File: src/rtl/uninasoc_plic_core_if.sv
// Register-bus request/response bundle between the AXI-to-reg bridge and the PLIC core.
interface uninasoc_plic_core_if #(
  parameter int unsigned AddrWidth = 32
);
  logic                 reg_valid;
  logic                 reg_write;
  logic [AddrWidth-1:0] reg_addr;
  logic [31:0]          reg_wdata;
  logic [3:0]           reg_wstrb;
  logic                 reg_ready;
  logic [31:0]          reg_rdata;
  logic                 reg_error;

  modport master (output reg_valid, reg_write, reg_addr, reg_wdata, reg_wstrb,
                  input  reg_ready, reg_rdata, reg_error);
  modport slave  (input  reg_valid, reg_write, reg_addr, reg_wdata, reg_wstrb,
                  output reg_ready, reg_rdata, reg_error);
endinterface

File: src/rtl/uninasoc_plic_core.sv
// PLIC core on a native reg bus: level/edge gateways, priorities, per-target enables and
// thresholds, claim/complete and msip, with a registered two-cycle bus response.
module uninasoc_plic_core #(
  parameter int unsigned       NumSrc        = 32,
  parameter int unsigned       NumTarget     = 2,
  parameter int unsigned       PrioWidth     = 3,
  parameter logic [NumSrc-1:0] LevelEdgeTrig = '0,
  parameter int unsigned       AddrWidth     = 32,
  localparam int unsigned      SRCW          = $clog2(NumSrc)
) (
  input  logic                      clk_i,
  input  logic                      rst_ni,
  uninasoc_plic_core_if.slave       reg_bus,
  input  logic [NumSrc-1:0]         intr_src_i,
  output logic [NumTarget-1:0]      irq_o,
  output logic [NumTarget*SRCW-1:0] irq_id_o,
  output logic [NumTarget-1:0]      msip_o
);

  localparam int unsigned NumWords = (NumSrc + 31) / 32;
  localparam int unsigned PadW     = NumWords * 32;

  typedef enum logic {S_IDLE, S_RESP} state_e;

  state_e               state_q, state_d;
  logic [PrioWidth-1:0] prio_q [NumSrc];
  logic [PrioWidth-1:0] prio_d [NumSrc];
  logic [NumSrc-1:0]    ie_q   [NumTarget];
  logic [NumSrc-1:0]    ie_d   [NumTarget];
  logic [PrioWidth-1:0] thr_q  [NumTarget];
  logic [PrioWidth-1:0] thr_d  [NumTarget];
  logic [SRCW-1:0]      id_q   [NumTarget];
  logic [SRCW-1:0]      id_d   [NumTarget];
  logic [NumTarget-1:0] msip_q, msip_d, irq_q, irq_d;
  logic [NumSrc-1:0]    pending_q, pending_d, insvc_q, insvc_d, src_q;
  logic [NumSrc-1:0]    claim_mask, complete_mask;
  logic [31:0]          rdata_q, rdata_d;
  logic                 err_q, err_d;

  logic [AddrWidth-1:0] addr;
  logic                 wr;
  logic                 in_prio, in_pend, in_en, in_ctx, in_msip;
  logic [31:0]          word_idx, en_tgt, en_word, ctx_tgt, msip_tgt;
  logic [SRCW-1:0]      cpl_id;

  function automatic logic [31:0] apply_strb(input logic [31:0] old_w, input logic [31:0] new_w,
                                             input logic [3:0] strb);
    logic [31:0] res;
    res = old_w;
    for (int b = 0; b < 4; b++) if (strb[b]) res[b*8 +: 8] = new_w[b*8 +: 8];
    return res;
  endfunction

  // Region decode; the context block excludes the msip window at 0x300000.
  assign addr     = reg_bus.reg_addr;
  assign wr       = reg_bus.reg_write;
  assign in_prio  = addr[AddrWidth-1:12] == '0;
  assign in_pend  = addr[AddrWidth-1:12] == (AddrWidth-12)'(1);
  assign in_en    = addr[AddrWidth-1:12] == (AddrWidth-12)'(2);
  assign in_ctx   = addr[AddrWidth-1:20] == (AddrWidth-20)'(2);
  assign in_msip  = addr[AddrWidth-1:20] == (AddrWidth-20)'(3);
  assign word_idx = 32'(addr[11:2]);
  assign en_tgt   = 32'(addr[11:7]);
  assign en_word  = 32'(addr[6:2]);
  assign ctx_tgt  = 32'(addr[19:12]);
  assign msip_tgt = 32'(addr[19:2]);
  assign cpl_id   = reg_bus.reg_wdata[SRCW-1:0];

  // Bus FSM: all decode, register writes and claim side-effects happen in the IDLE cycle.
  always_comb begin
    logic [PadW-1:0] pad;
    pad           = '0;
    state_d       = state_q;
    prio_d        = prio_q;
    ie_d          = ie_q;
    thr_d         = thr_q;
    msip_d        = msip_q;
    rdata_d       = rdata_q;
    err_d         = err_q;
    claim_mask    = '0;
    complete_mask = '0;
    unique case (state_q)
      S_IDLE: begin
        if (reg_bus.reg_valid) begin
          state_d = S_RESP;
          err_d   = 1'b1;
          rdata_d = '0;
          if (addr[1:0] == 2'b00) begin
            if (in_prio && word_idx < NumSrc) begin
              err_d = 1'b0;
              for (int i = 1; i < NumSrc; i++) begin
                if (word_idx == 32'(i)) begin
                  rdata_d = 32'(prio_q[i]);
                  if (wr) prio_d[i] = PrioWidth'(apply_strb(32'(prio_q[i]), reg_bus.reg_wdata,
                                                            reg_bus.reg_wstrb));
                end
              end
            end else if (in_pend && word_idx < NumWords && !wr) begin
              err_d = 1'b0;
              pad   = PadW'(pending_q);
              for (int k = 0; k < NumWords; k++)
                if (word_idx == 32'(k)) rdata_d = pad[k*32 +: 32];
            end else if (in_en && en_tgt < NumTarget && en_word < NumWords) begin
              err_d = 1'b0;
              for (int t = 0; t < NumTarget; t++) begin
                for (int k = 0; k < NumWords; k++) begin
                  if (en_tgt == 32'(t) && en_word == 32'(k)) begin
                    pad     = PadW'(ie_q[t]);
                    rdata_d = pad[k*32 +: 32];
                    pad[k*32 +: 32] = apply_strb(pad[k*32 +: 32], reg_bus.reg_wdata,
                                                 reg_bus.reg_wstrb);
                    if (wr) ie_d[t] = NumSrc'(pad) & ~NumSrc'(1);
                  end
                end
              end
            end else if (in_ctx && ctx_tgt < NumTarget &&
                         (addr[11:0] == 12'h000 || addr[11:0] == 12'h004)) begin
              err_d = 1'b0;
              for (int t = 0; t < NumTarget; t++) begin
                if (ctx_tgt == 32'(t)) begin
                  if (addr[2] == 1'b0) begin
                    rdata_d = 32'(thr_q[t]);
                    if (wr) thr_d[t] = PrioWidth'(apply_strb(32'(thr_q[t]), reg_bus.reg_wdata,
                                                             reg_bus.reg_wstrb));
                  end else if (!wr) begin
                    rdata_d = 32'(id_q[t]);
                    for (int i = 1; i < NumSrc; i++)
                      if (id_q[t] == SRCW'(i)) claim_mask[i] = 1'b1;
                  end else if (reg_bus.reg_wstrb != 4'h0) begin
                    for (int i = 1; i < NumSrc; i++)
                      if (cpl_id == SRCW'(i)) complete_mask[i] = 1'b1;
                  end
                end
              end
            end else if (in_msip && msip_tgt < NumTarget) begin
              err_d = 1'b0;
              for (int t = 0; t < NumTarget; t++) begin
                if (msip_tgt == 32'(t)) begin
                  rdata_d = 32'(msip_q[t]);
                  if (wr && reg_bus.reg_wstrb[0]) msip_d[t] = reg_bus.reg_wdata[0];
                end
              end
            end
          end
          if (err_d) rdata_d = '0;
        end
      end
      S_RESP: begin
        state_d = S_IDLE;
        rdata_d = '0;
        err_d   = 1'b0;
      end
    endcase
  end

  // Gateways: a claim in the same cycle wins over a new trigger of that source.
  always_comb begin
    logic [NumSrc-1:0] trig;
    trig = '0;
    for (int i = 0; i < NumSrc; i++)
      trig[i] = LevelEdgeTrig[i] ? (intr_src_i[i] & ~src_q[i]) : intr_src_i[i];
    trig      = trig & ~insvc_q & ~claim_mask & ~NumSrc'(1);
    pending_d = (pending_q | trig) & ~claim_mask;
    insvc_d   = (insvc_q | claim_mask) & ~complete_mask;
  end

  // Arbitration: highest priority above threshold, strict compare keeps the lowest ID on ties.
  always_comb begin
    logic [PrioWidth-1:0] best;
    best  = '0;
    irq_d = '0;
    id_d  = '{default: '0};
    for (int t = 0; t < NumTarget; t++) begin
      best = '0;
      for (int i = 1; i < NumSrc; i++) begin
        if (pending_q[i] && ie_q[t][i] && prio_q[i] > thr_q[t] && prio_q[i] > best) begin
          best    = prio_q[i];
          id_d[t] = SRCW'(i);
        end
      end
      irq_d[t] = id_d[t] != '0;
    end
  end

  always_ff @(posedge clk_i or negedge rst_ni) begin
    if (!rst_ni) begin
      state_q   <= S_IDLE;
      prio_q    <= '{default: '0};
      ie_q      <= '{default: '0};
      thr_q     <= '{default: '0};
      id_q      <= '{default: '0};
      msip_q    <= '0;
      irq_q     <= '0;
      pending_q <= '0;
      insvc_q   <= '0;
      src_q     <= '0;
      rdata_q   <= '0;
      err_q     <= 1'b0;
    end else begin
      state_q   <= state_d;
      prio_q    <= prio_d;
      ie_q      <= ie_d;
      thr_q     <= thr_d;
      id_q      <= id_d;
      msip_q    <= msip_d;
      irq_q     <= irq_d;
      pending_q <= pending_d;
      insvc_q   <= insvc_d;
      src_q     <= intr_src_i;
      rdata_q   <= rdata_d;
      err_q     <= err_d;
    end
  end

  always_comb begin
    irq_id_o = '0;
    for (int t = 0; t < NumTarget; t++) irq_id_o[t*SRCW +: SRCW] = id_q[t];
  end

  assign reg_bus.reg_ready = (state_q == S_RESP);
  assign reg_bus.reg_rdata = rdata_q;
  assign reg_bus.reg_error = err_q;
  assign irq_o             = irq_q;
  assign msip_o            = msip_q;

endmodule

File: src/flat_wrapper.sv
// flat-port wrapper written by rule: the top's interface ports become plain ports
module uninasoc_plic_core_flat 
#(
  parameter int unsigned       NumSrc        = 32,
  parameter int unsigned       NumTarget     = 2,
  parameter int unsigned       PrioWidth     = 3,
  parameter logic [NumSrc-1:0] LevelEdgeTrig = '0,
  parameter int unsigned       AddrWidth     = 32,
  localparam int unsigned      SRCW          = $clog2(NumSrc)
)
  (clk_i, rst_ni, intr_src_i, irq_o, irq_id_o, msip_o, reg_bus_reg_valid, reg_bus_reg_write, reg_bus_reg_addr, reg_bus_reg_wdata, reg_bus_reg_wstrb, reg_bus_reg_ready, reg_bus_reg_rdata, reg_bus_reg_error);
  uninasoc_plic_core_if #(.AddrWidth(AddrWidth)) reg_bus_i ();
  input  logic clk_i;
  input  logic rst_ni;
  input  logic [NumSrc-1:0] intr_src_i;
  output logic [NumTarget-1:0] irq_o;
  output logic [NumTarget*SRCW-1:0] irq_id_o;
  output logic [NumTarget-1:0] msip_o;
  input wire logic [$bits(reg_bus_i.reg_valid)-1:0] reg_bus_reg_valid;
  input wire logic [$bits(reg_bus_i.reg_write)-1:0] reg_bus_reg_write;
  input wire logic [$bits(reg_bus_i.reg_addr)-1:0] reg_bus_reg_addr;
  input wire logic [$bits(reg_bus_i.reg_wdata)-1:0] reg_bus_reg_wdata;
  input wire logic [$bits(reg_bus_i.reg_wstrb)-1:0] reg_bus_reg_wstrb;
  output wire logic [$bits(reg_bus_i.reg_ready)-1:0] reg_bus_reg_ready;
  output wire logic [$bits(reg_bus_i.reg_rdata)-1:0] reg_bus_reg_rdata;
  output wire logic [$bits(reg_bus_i.reg_error)-1:0] reg_bus_reg_error;
  assign reg_bus_i.reg_valid = reg_bus_reg_valid;
  assign reg_bus_i.reg_write = reg_bus_reg_write;
  assign reg_bus_i.reg_addr = reg_bus_reg_addr;
  assign reg_bus_i.reg_wdata = reg_bus_reg_wdata;
  assign reg_bus_i.reg_wstrb = reg_bus_reg_wstrb;
  assign reg_bus_reg_ready = reg_bus_i.reg_ready;
  assign reg_bus_reg_rdata = reg_bus_i.reg_rdata;
  assign reg_bus_reg_error = reg_bus_i.reg_error;
  uninasoc_plic_core #(.NumSrc(NumSrc), .NumTarget(NumTarget), .PrioWidth(PrioWidth), .LevelEdgeTrig(LevelEdgeTrig), .AddrWidth(AddrWidth)) u_core (.clk_i(clk_i), .rst_ni(rst_ni), .reg_bus(reg_bus_i), .intr_src_i(intr_src_i), .irq_o(irq_o), .irq_id_o(irq_id_o), .msip_o(msip_o));
endmodule
File: config.mk
export PLATFORM = sky130hd
export DESIGN_NAME = uninasoc_plic_core_flat
export DESIGN_NICKNAME = d
export VERILOG_FILES = /design/src/rtl/uninasoc_plic_core_if.sv /design/src/rtl/uninasoc_plic_core.sv /design/src/flat_wrapper.sv
export SDC_FILE = /design/constraint.sdc
export NUM_CORES = 1
export LEC_CHECK = 0
export CAP_MARGIN = 20
export CORE_AREA = 2 2 259 261
export DETAILED_ROUTE_END_ITERATION = 10
export DIE_AREA = 0 0 261 263
export PLACE_DENSITY = 0.53
export SLEW_MARGIN = 20
export SYNTH_ARGS = -nofsm -noshare
export SYNTH_HDL_FRONTEND = slang
export SYNTH_SLANG_ARGS = --single-unit
File: constraint.sdc
create_clock -name clk_i -period 72 [get_ports clk_i]
set_input_delay 7.2 -clock clk_i [delete_from_list [all_inputs] [get_ports clk_i]]
set_output_delay 7.2 -clock clk_i [all_outputs]
set_load 0.05 [all_outputs]
* Yosys cells after proc, flatten, opt, wreduce, memory -nomap -nowiden
Cells that the tools add are included.
** Word-level totals
- Bits in registers :: 273
- Output and inout bits :: 48
- Word-level logic and storage cells :: 918
** Operators by class
- $lt $le $gt $ge :: 129
- Equality and inequality tests :: 133
- Muxes and demuxes :: 337
- Bitwise logic cells :: 15
- Reduce and logical (&&, ||, !) cells :: 253
** Operator list (number)
- 31-bit 2-to-1 mux :: 28
- 32-bit 2-to-1 mux :: 16
- 3-bit greater-than comparator :: 122
- 3-bit 2-to-1 mux :: 99
- 5-bit equality test, second input constant :: 48
- 7-bit AND reduction :: 31
- 1-bit logical AND :: 197
- 5-bit 2-to-1 mux :: 33
- 10-bit by 5-bit equality test with 1-bit output, second input constant :: 16
- 32-bit zero test :: 5
- 1-bit 2-to-1 mux :: 138
- 32-bit AND :: 4
- 5-bit by 4-bit equality test with 1-bit output, second input constant :: 24
- 32-bit inverter :: 3
- 10-bit by 4-bit equality test with 1-bit output, second input constant :: 8
- 9-bit AND reduction :: 8
- 4-bit 2-to-1 mux :: 16
- 32-bit bitwise OR :: 2
- 32-bit case mux with 2 select lines :: 1
- 5-bit by 3-bit equality test with 1-bit output, second input constant :: 12
- 10-bit by 3-bit equality test with 1-bit output, second input constant :: 4
- 5-bit by 2-bit equality test with 1-bit output, second input constant :: 6
- 12-bit by 2-bit equality test with 1-bit output, second input constant :: 2
- 11-bit AND reduction :: 2
- 27 further kinds :: 42

* Logic depth before layout (Yosys ltp)
Gate-level depths: netlist of the first run.
- Depth in word-level cells :: 95
- Depth in mapped cells :: 221

* Worst setup path after synthesis of the first run
OpenSTA, ideal clock, no wires.
- Path kind :: reg-to-reg
- From :: register u_core.thr_q[2] in the netlist's numbering
- To :: register u_core.irq_q[1], in the netlist u_core.irq_o[1]
- Data arrival time :: 38.301 ns
- Data required time :: 71.862 ns
- Slack :: 33.561 ns
- Stages on the path, launching flop included :: 208
- Path buffers :: 2
- Cells stage by stage :: dfrtp_1 -> inv_1 -> ha_1 -> a21oi_1 -> a21boi_2 -> and4_1 -> ha_1 -> nand3_1 -> and4_1 -> and2_1 -> buf_6 -> o21a_1 -> ha_1 -> nand3_1 -> and4_1 -> nand2_1 -> mux2_2 -> ha_1 -> [... 172 more ...] -> nand2_2 -> mux2_2 -> ha_1 -> nand3_1 -> nand4_1 -> nor3_1 -> nor2_1 -> a211oi_2 -> o21ai_1 -> ha_1 -> nand3_1 -> nand4_1 -> nor3_1 -> nor2_1 -> nand2_1 -> nor2_1 -> nand4b_1 -> or4b_1
** On the way
- Longest elaborated chain between the ends :: 95
- Elaborated cells on any way between the ends :: 185
- Classes of those cells :: 61 x order compare; 61 x mux; 63 x reduce/logical
** RTL lines
- start, declared :: RTL line uninasoc_plic_core.sv:30 : logic [PrioWidth-1:0] thr_q [NumTarget];
- start signal, assigned :: RTL line uninasoc_plic_core.sv:203 : thr_q <= thr_d;
- 3-bit greater-than comparator :: RTL line uninasoc_plic_core.sv:176 : if (pending_q[i] && ie_q[t][i] && prio_q[i] > thr_q[t] && prio_q[i] > best) begin
- 1-bit logical AND (2 in series) :: RTL line uninasoc_plic_core.sv:176
- 3-bit 2-to-1 mux :: RTL line uninasoc_plic_core.sv:176
- 3-bit greater-than comparator :: RTL line uninasoc_plic_core.sv:176
- 1-bit logical AND :: RTL line uninasoc_plic_core.sv:176
- 3-bit 2-to-1 mux :: RTL line uninasoc_plic_core.sv:176
- 3-bit greater-than comparator :: RTL line uninasoc_plic_core.sv:176
- 1-bit logical AND :: RTL line uninasoc_plic_core.sv:176
- [... 79 more ...]
- 3-bit greater-than comparator :: RTL line uninasoc_plic_core.sv:176
- 1-bit logical AND :: RTL line uninasoc_plic_core.sv:176
- 3-bit 2-to-1 mux :: RTL line uninasoc_plic_core.sv:176
- 3-bit greater-than comparator :: RTL line uninasoc_plic_core.sv:176
- 1-bit logical AND :: RTL line uninasoc_plic_core.sv:176
- 5-bit 2-to-1 mux (*) :: RTL line uninasoc_plic_core.sv:176
- 5-bit nonzero test (*) :: RTL line uninasoc_plic_core.sv:181 : irq_d[t] = id_d[t] != '0;
- via u_core.irq_d[1] :: RTL line uninasoc_plic_core.sv:34 : logic [NumTarget-1:0] msip_q, msip_d, irq_q, irq_d;
- end signal, assigned :: RTL line uninasoc_plic_core.sv:206 : irq_q <= irq_d;
- end, declared :: RTL line uninasoc_plic_core.sv:34
The timed path passes the listed nets; every way through them passes the cells marked *.
A chain may end at the register's enable or synchronous reset.

* Worst setup path in the final report of the first run
Same ends and word-level chain as after synthesis.

==> results of run 1 <==
[layer usage]
layer	up-vias	track usage, %	share of wire (%)
met5	-	0	0
met1	12700	40.1	46
met3	146	3.21	5.0
li1	11600	-	-
met2	843	47.7	46
met4	0	8.78	3.1
[cell type report]
class                           instances  share of cell area (%)
Clock inverter                         15                   0.688
Multi-Input combinational cell       2496                    60.7
Tap cell                              864                    3.72
Timing Repair Buffer                  180                    5.90
Clock buffer                           49                    3.51
Sequential cell                       271                    23.3
Inverter                              165                    2.13
[flip-flops by register name (all words and copies together), names as in the netlist]
signal / count
u_core.insvc_q: 31
u_core.reg_bus.reg_rdata: 32
u_core.reg_bus.reg_ready: 1
u_core.irq_o: 2
u_core.prio_q: 93
u_core.irq_id_o: 10
u_core.thr_q: 6
u_core.ie_q: 62
u_core.pending_q: 31
u_core.reg_bus.reg_error: 1
u_core.msip_o: 2
[cells in the final DEF, fill, tap and decap left out, types with 24 or more instances in the layout]
| cell | instances |
|---|---|
| nand2_1 | 325 |
| nor4_1 | 24 |
| nand3_1 | 108 |
| o21ai_0 | 140 |
| dfrtp_1 | 270 |
| and2_1 | 44 |
| clkdlybuf4s50_1 | 146 |
| a31oi_1 | 30 |
| nor2b_1 | 49 |
| inv_1 | 164 |
| a22oi_1 | 46 |
| mux2_2 | 176 |
| a221o_1 | 28 |
| ha_1 | 264 |
| nand4_1 | 26 |
| o21a_1 | 36 |
| a21o_1 | 56 |
| buf_4 | 30 |
| a311oi_1 | 33 |
| nor2_1 | 314 |
| and3_1 | 27 |
| clkbuf_16 | 36 |
| a21oi_1 | 211 |
| nor3_1 | 45 |
[critical path: cells and delay by family (launching register included)]
kind / cells / cell delay, ns
AOI/OAI and AO/OA: 66 / 15.10
adders and majority gates: 40 / 11.98
buffers and inverters: 2 / 0.73
DFF: 1 / 0.37
muxes: 9 / 3.41
and+or+nand+nor: 88 / 13.35
[metrics by stage]
stage | setup slack (ns) | utilization, %
3_3_place_gp | 27.95 | 42.4
2_1_floorplan | 33.56 | -
6_report | 26.79 | 44.3
3_5_place_dp | 27.28 | 42.4
5_1_grt | 23.19 | 44.3
4_1_cts | 27.02 | 44.3
[cell families after synthesis]
group	Yosys count
compound gates	921
fa+ha+maj	283
buf+inv	265
flops	271
mux	192
simple gates	1100
[worst max-delay path by stage]
stage                          startpoint               to  slack [ns]  depth (start not counted)
after floorplan           u_core.thr_q[2]  u_core.irq_o[1]       33.56                        207
final                     u_core.thr_q[2]  u_core.irq_o[1]       26.79                        205
after detailed placement  u_core.thr_q[2]  u_core.irq_o[1]       27.28                        205
after global routing      u_core.thr_q[4]  u_core.irq_o[0]       23.19                        216
after CTS                 u_core.thr_q[2]  u_core.irq_o[1]       27.02                        205
after global placement    u_core.thr_q[2]  u_core.irq_o[1]       27.95                        205
[report_power, final]
part           leakage (nW)  internal (mW)  switching [mW]
sequential             3.61          0.152       0.0000792
clock                 0.583          0.108          0.0778
combinational          8.25        0.00597         0.00988
total                  12.4          0.266          0.0877
==> summary.txt, run 1 <==
Worst setup path
  • CP required: 72.39 ns
  • Crit start category: flip-flop
  • Slowest stage delay, CP: 0.88 ns
  • Slowest cell on crit path: nor3_1
  • R2r endpoint: u_core.irq_o[1]
  • R2R cell count: between 200 and 250
  • R2r setup slk: 26.79 ns
  • Cell repeated most along the worst path: nor2_1
  • Crit path kind: reg2reg
  • Arrival @ worst endpoint: 45.60 ns
  • Worst setup EP type: flip-flop
  • R2r startpoint: u_core.thr_q[2]
  • Max FO, Critical Path: 15

Cells and area
  • Share of cells above drive strength 1: 12.7%
  • Final design area excluding fillers: 29,100 sq um
  • Synthesis-to-finish area growth: 14.3%
  • Layout fillers: 6,498
  • Number of diodes: 0
  • Fin cells: 4,040
  • Storage cell area: just under 7000 sq um
  • Layout Nets: 3,518
  • Multi-input logic area: between 15,000 and 20,000 sq um

Synth
  • Adder-Cell Fraction of Synth Area: 13.8%
  • Largest cells by area after synthesis: dfrtp_1 27%, ha_1 13%, mux2_2 7.8%
  • Top post-synthesis cells by count: 326 x nand2_1, 316 x nor2_1, 271 x dfrtp_1
  • EDFF count, synth: 0
  • Net Count, Synth: between 3,000 and 4,000
  • Synth Area in Compound Gates: 26.2%
  • Netlist Area Pre-Place: around 25,000 sq um
  • Synthesis warning total: 0
  • Syn Area/Cell: 8.39 sq um
  • Area leader, netlist: dfrtp_1
  • Main combinational cell family by area after synthesis: compound AO/OA/AOI/OAI gates
  • Synthesized instance count: 3,032
  • Synth Register Bits: 271
  • Post-Synth Simple-Gate Area: 20.7%
  • Share of the synthesized area in the top cell type: a little over a quarter
  • Register area share after synthesis: 26.7%
  • Main flop type after synthesis: dfrtp_1
  • Post-synthesis cell type count: 116
  • XOR/XNOR share of the synthesized area: 0%
  • Ys async rst share: 100%
  • Most common cell in the synthesized netlist: nand2_1
  • Mux cell area share after synthesis: 8.71%

Route
  • DR WL/cell: 25.1 um
  • Drt drc: 0
  • Antenna viol nets, final: 0
  • 1st-iter DRT viols: 1,990
  • DRT Pass-1 Iters: 6
  • Via density: 6.27
  • Total routed wirelength: 101,000 um
  • Via count: 25,300

Pwr
  • Power, Total: ~0.35 mW
  • Leak: 12.4 nW
  • Power Density: 12.2 nW/um^2
  • Peak VDD IR: between 0.015 and 0.02 mV

Clocking
  • Clock-pin slew on the worst setup and hold paths: 0.06 ns
  • TritonCTS clock tree: yes
  • H-tree levels: 2
  • Gates resized, CTS repair: 0
  • Postcts setup bufs: 0
  • Hold_buf cts: 0
  • Root buffer cell: clkbuf_16
  • Bufs on Longest Clock Path: 3
  • Clock latency on the worst-skew pair: between 0.5 and 0.6 ns
  • CTS Sinks: 271
  • Total CTS buffers: 36

Place
  • Gpl congestion: 0.994
  • Post-Place Cells: 3,976
  • HPWL after DPL: 78,300 um
  • DP Area: 27,900 sq um
  • IO Port Bufs: 150

STA
  • Least-Margin Pin Slew: around 1.1 ns
  • Fmax: roughly 22 MHz
  • Clk_skew: 0.0241 ns
  • Hold Fails Final Rpt: 0
  • Tmin final: ~45 ns
  • Max-slew violations: 0
  • Final setup violating endpoints: 0
  • Worst hold slack: 0.476 ns
  • Tcrit/Tclk final: between 60% and 70%
  • Total Neg Setup Slack: 0 ns
  • Rel. slew slack: between 20% and 30%
  • RSZ-0062 raised after global routing: false

GRT
  • GRT Overall Usage: 29.1%
  • Initial antenna violation count: 4
  • Total grt overflow: 0
  • Largest net degree at the start of global routing: 90
  • Vias in the first global route: 24,700
  • First-pass GRT wire length: between 150,000 and 200,000 um

Die
  • Initial Util: 38.8%
  • Die Ht: around 260 um
  • Core ar.: 65,600 sq um
  • Die ar.: 68,600 sq um
  • Placement Rows: 94
  • I/O Pins: 152
  • DIE WIDTH: between 200 and 300 um

Hold path
  • Hold_sp: u_core.reg_bus.reg_rdata[14]
  • Worst Hold Path EP: u_core.reg_bus.reg_rdata[14]
  • Worst hold path depth: 2
  • Worst Hold Class: reg2reg

Outcome
  • Outcome: completed

Job
  • Max_cap viols: 0
No activity file was read; power rests on OpenSTA's default activity.
==> run 2: changes to the inputs <==
clock period = 43.1 ns   (was 72 ns; I/O delays follow)
==> run 2 against run 1 <==
Cell area rose by 3.0%. Worst hold slack improved by 0.00051 ns. Total power grew 59%. Critical path depth up 1. Wire length is 1.5% higher. Highest routed layer unchanged. Global-route usage shrank 0.070 points. Die area unchanged. Clock skew fell by 0.010 ns. Register-to-register slack got worse by 25 ns. Clock power increased by 52%.
==> summary.txt, run 2 (synthesized netlist as in run 1, its figures left out) <==
Outcome
  • Outcome: completed

Worst setup path
  • Slowest cell on crit path: or4b_4
  • Max FO, Critical Path: 10
  • Critical path's top delay family: adder cells
  • Crit path kind: reg2reg
  • Cell repeated most along the worst path: ha_1
  • Crit start category: flip-flop
  • CP required: around 44 ns
  • Slowest stage delay, CP: around 0.54 ns
  • Crit path buf inv count: 4
  • Worst setup EP type: flip-flop
  • Arrival @ worst endpoint: 41.39 ns

Route
  • DRT Pass-1 Iters: 7
  • Via count: 25,400
  • Total routed wirelength: a little over 100,000 um
  • Met2 wire len: 48,700 um
  • Via density: 6.21
  • Met1 Wirelength: 45,500 um
  • DR WL met3: about 5500 um
  • DR WL/cell: approximately 25 um
  • Drt drc: 0
  • 1st-iter DRT viols: approximately 1,800
  • Top Layer Used: met4
  • Antenna viol nets, final: 0

STA
  • Final setup violating endpoints: 0
  • RSZ-0062 raised after global routing: true
  • Crit path setup slack, layout: ~2.1 ns
  • Clk_skew: 0.0136 ns
  • Total Neg Setup Slack: 0 ns
  • Worst hold slack: ~0.48 ns
  • Least-Margin Pin Slew: 1.12 ns
  • Tmin final: 40.96 ns
  • Hold Fails Final Rpt: 0
  • Tcrit/Tclk final: between 90% and 100%
  • Max-slew violations: 0
  • Fmax: 24.4 MHz
  • Rel. slew slack: between 20% and 30%

Hold path
  • Worst Hold Class: reg2reg

Die
  • DIE WIDTH: between 200 and 300 um
  • Initial Util: 38.8%
  • Core ar.: approximately 66,000 sq um
  • I/O Pins: 152
  • Placement Rows: 94
  • Die Ht: 263 um
  • Die ar.: 68,600 sq um

Pwr
  • Clock share of power: 50.1%
  • Combinational power share: 4.8%
  • Net Sw Power: around 0.14 mW
  • Sw frac: 24.9%
  • Int Pwr: 0.424 mW
  • Power, Total: about 0.56 mW
  • Sequential Power Share: a little under half
  • Peak VDD IR: 0.0252 mV
  • Leak: 12.7 nW
  • Power Density: 18.8 nW/um^2

Cells and area
  • Biggest register: u_core.prio_q
  • Most frequent cells in the layout: 321 x nand2_1, 293 x nor2_1, 268 x dfrtp_1
  • Share of cells above drive strength 1: 16.8%
  • Layout Nets: 3,566
  • Final Core Density: 45.6%
  • Max FFs per register: 93
  • Fin cells: 4,088
  • Synthesis-to-finish area growth: 17.8%
  • Commonest non-fill, non-tap cell in the layout: nand2_1
  • Final design area excluding fillers: between 20,000 and 30,000 sq um

Clocking
  • Clock latency on the worst-skew pair: between 0.5 and 0.6 ns
  • Total CTS buffers: 35
  • TritonCTS clock tree: yes
  • H-tree levels: 2
  • Clock-pin slew on the worst setup and hold paths: 0.06 ns
  • Hold_buf cts: 0
  • Root buffer cell: clkbuf_16
  • CTS Sinks: 271
  • Bufs on Longest Clock Path: 3

Place
  • Post-Place Cells: 3,987
  • Gpl congestion: 0.941
  • HPWL after DPL: 78,600 um
  • Post-place setup slack: -0.0688 ns
  • DP Area: 27,900 sq um
  • IO Port Bufs: 150

GRT
  • GRT Overall Usage: 29.0%
  • Largest net degree at the start of global routing: 76
  • First-pass GRT wire length: approximately 150,000 um
  • Vias in the first global route: 24,800
  • Initial antenna violation count: 1
  • Total grt overflow: 0

Job
  • Max_cap viols: 0
-- run 2: cell types whose count changed in the layout (fill, tap and decap cells not counted), sizes merged --
| cell | change |
|---|---|
| buf | +49 |
| clkinv | -3 |
| bufinv | -2 |
| inv | +2 |
| clkbuf | +1 |
| diode | +1 |
-- run 2: final timing paths --
check | from | end | slack [ns] | cells past startpoint
setup / recovery | u_core.prio_q[92] | u_core.irq_o[1] | 2.14 | 206
hold / removal | u_core.reg_bus.reg_rdata[13] | u_core.reg_bus.reg_rdata[13] | 0.48 | 2
setup reg to reg | u_core.prio_q[92] | u_core.irq_o[1] | 2.14 | 206
hold reg to reg | u_core.reg_bus.reg_rdata[13] | u_core.reg_bus.reg_rdata[13] | 0.48 | 2
max in group asynchronous | rst_ni | u_core.thr_q[3] | 37.23 | 3
min in group asynchronous | rst_ni | u_core.reg_bus.reg_rdata[26] | 3.68 | 1
-- run 2: final cells by class --
class,count,area [sq um]
inverters,165,619
multi-input cells,2496,18300
repair buffers,229,2100
clock buffers,50,972
well taps,864,1080
flip-flops and latches,271,6790
fillers,6454,35700
diodes,1,2.50
clock inverters,12,118
-- run 2: power groups by stage --
stage               Clock, mW  Sequential, mW  Combinational (mW)
floorplan                   0           0.260             0.00499
global placement            0           0.259              0.0265
detailed placement          0           0.259              0.0267
CTS                     0.288           0.255              0.0268
global route            0.299           0.255              0.0286
finish                  0.283           0.255              0.0269
-- run 2: layer usage --
| metal | track usage (%) | vias up |
|---|---|---|
| met5 | 0 | - |
| met3 | 3.99 | 156 |
| li1 | - | 11700 |
| met1 | 38.7 | 12600 |
| met4 | 8.81 | 0 |
| met2 | 48.6 | 824 |
-- run 2: repair_timing --
action                                  in CTS  in global routing
endpoints found under the setup margin       3                 12
buffers inserted                             0                 37
gates cloned                                 0                  0
pin swaps                                    0                 51
gates resized for setup                      3                139
-- run 2: worst register-to-register path: cells and delay by family (launching register included) --
family	cells	cell delay, ns
compound gates	65	11.99
flops	1	0.48
mux	9	3.29
fa+ha+maj	41	12.48
simple gates	87	12.06
buf+inv	4	0.61
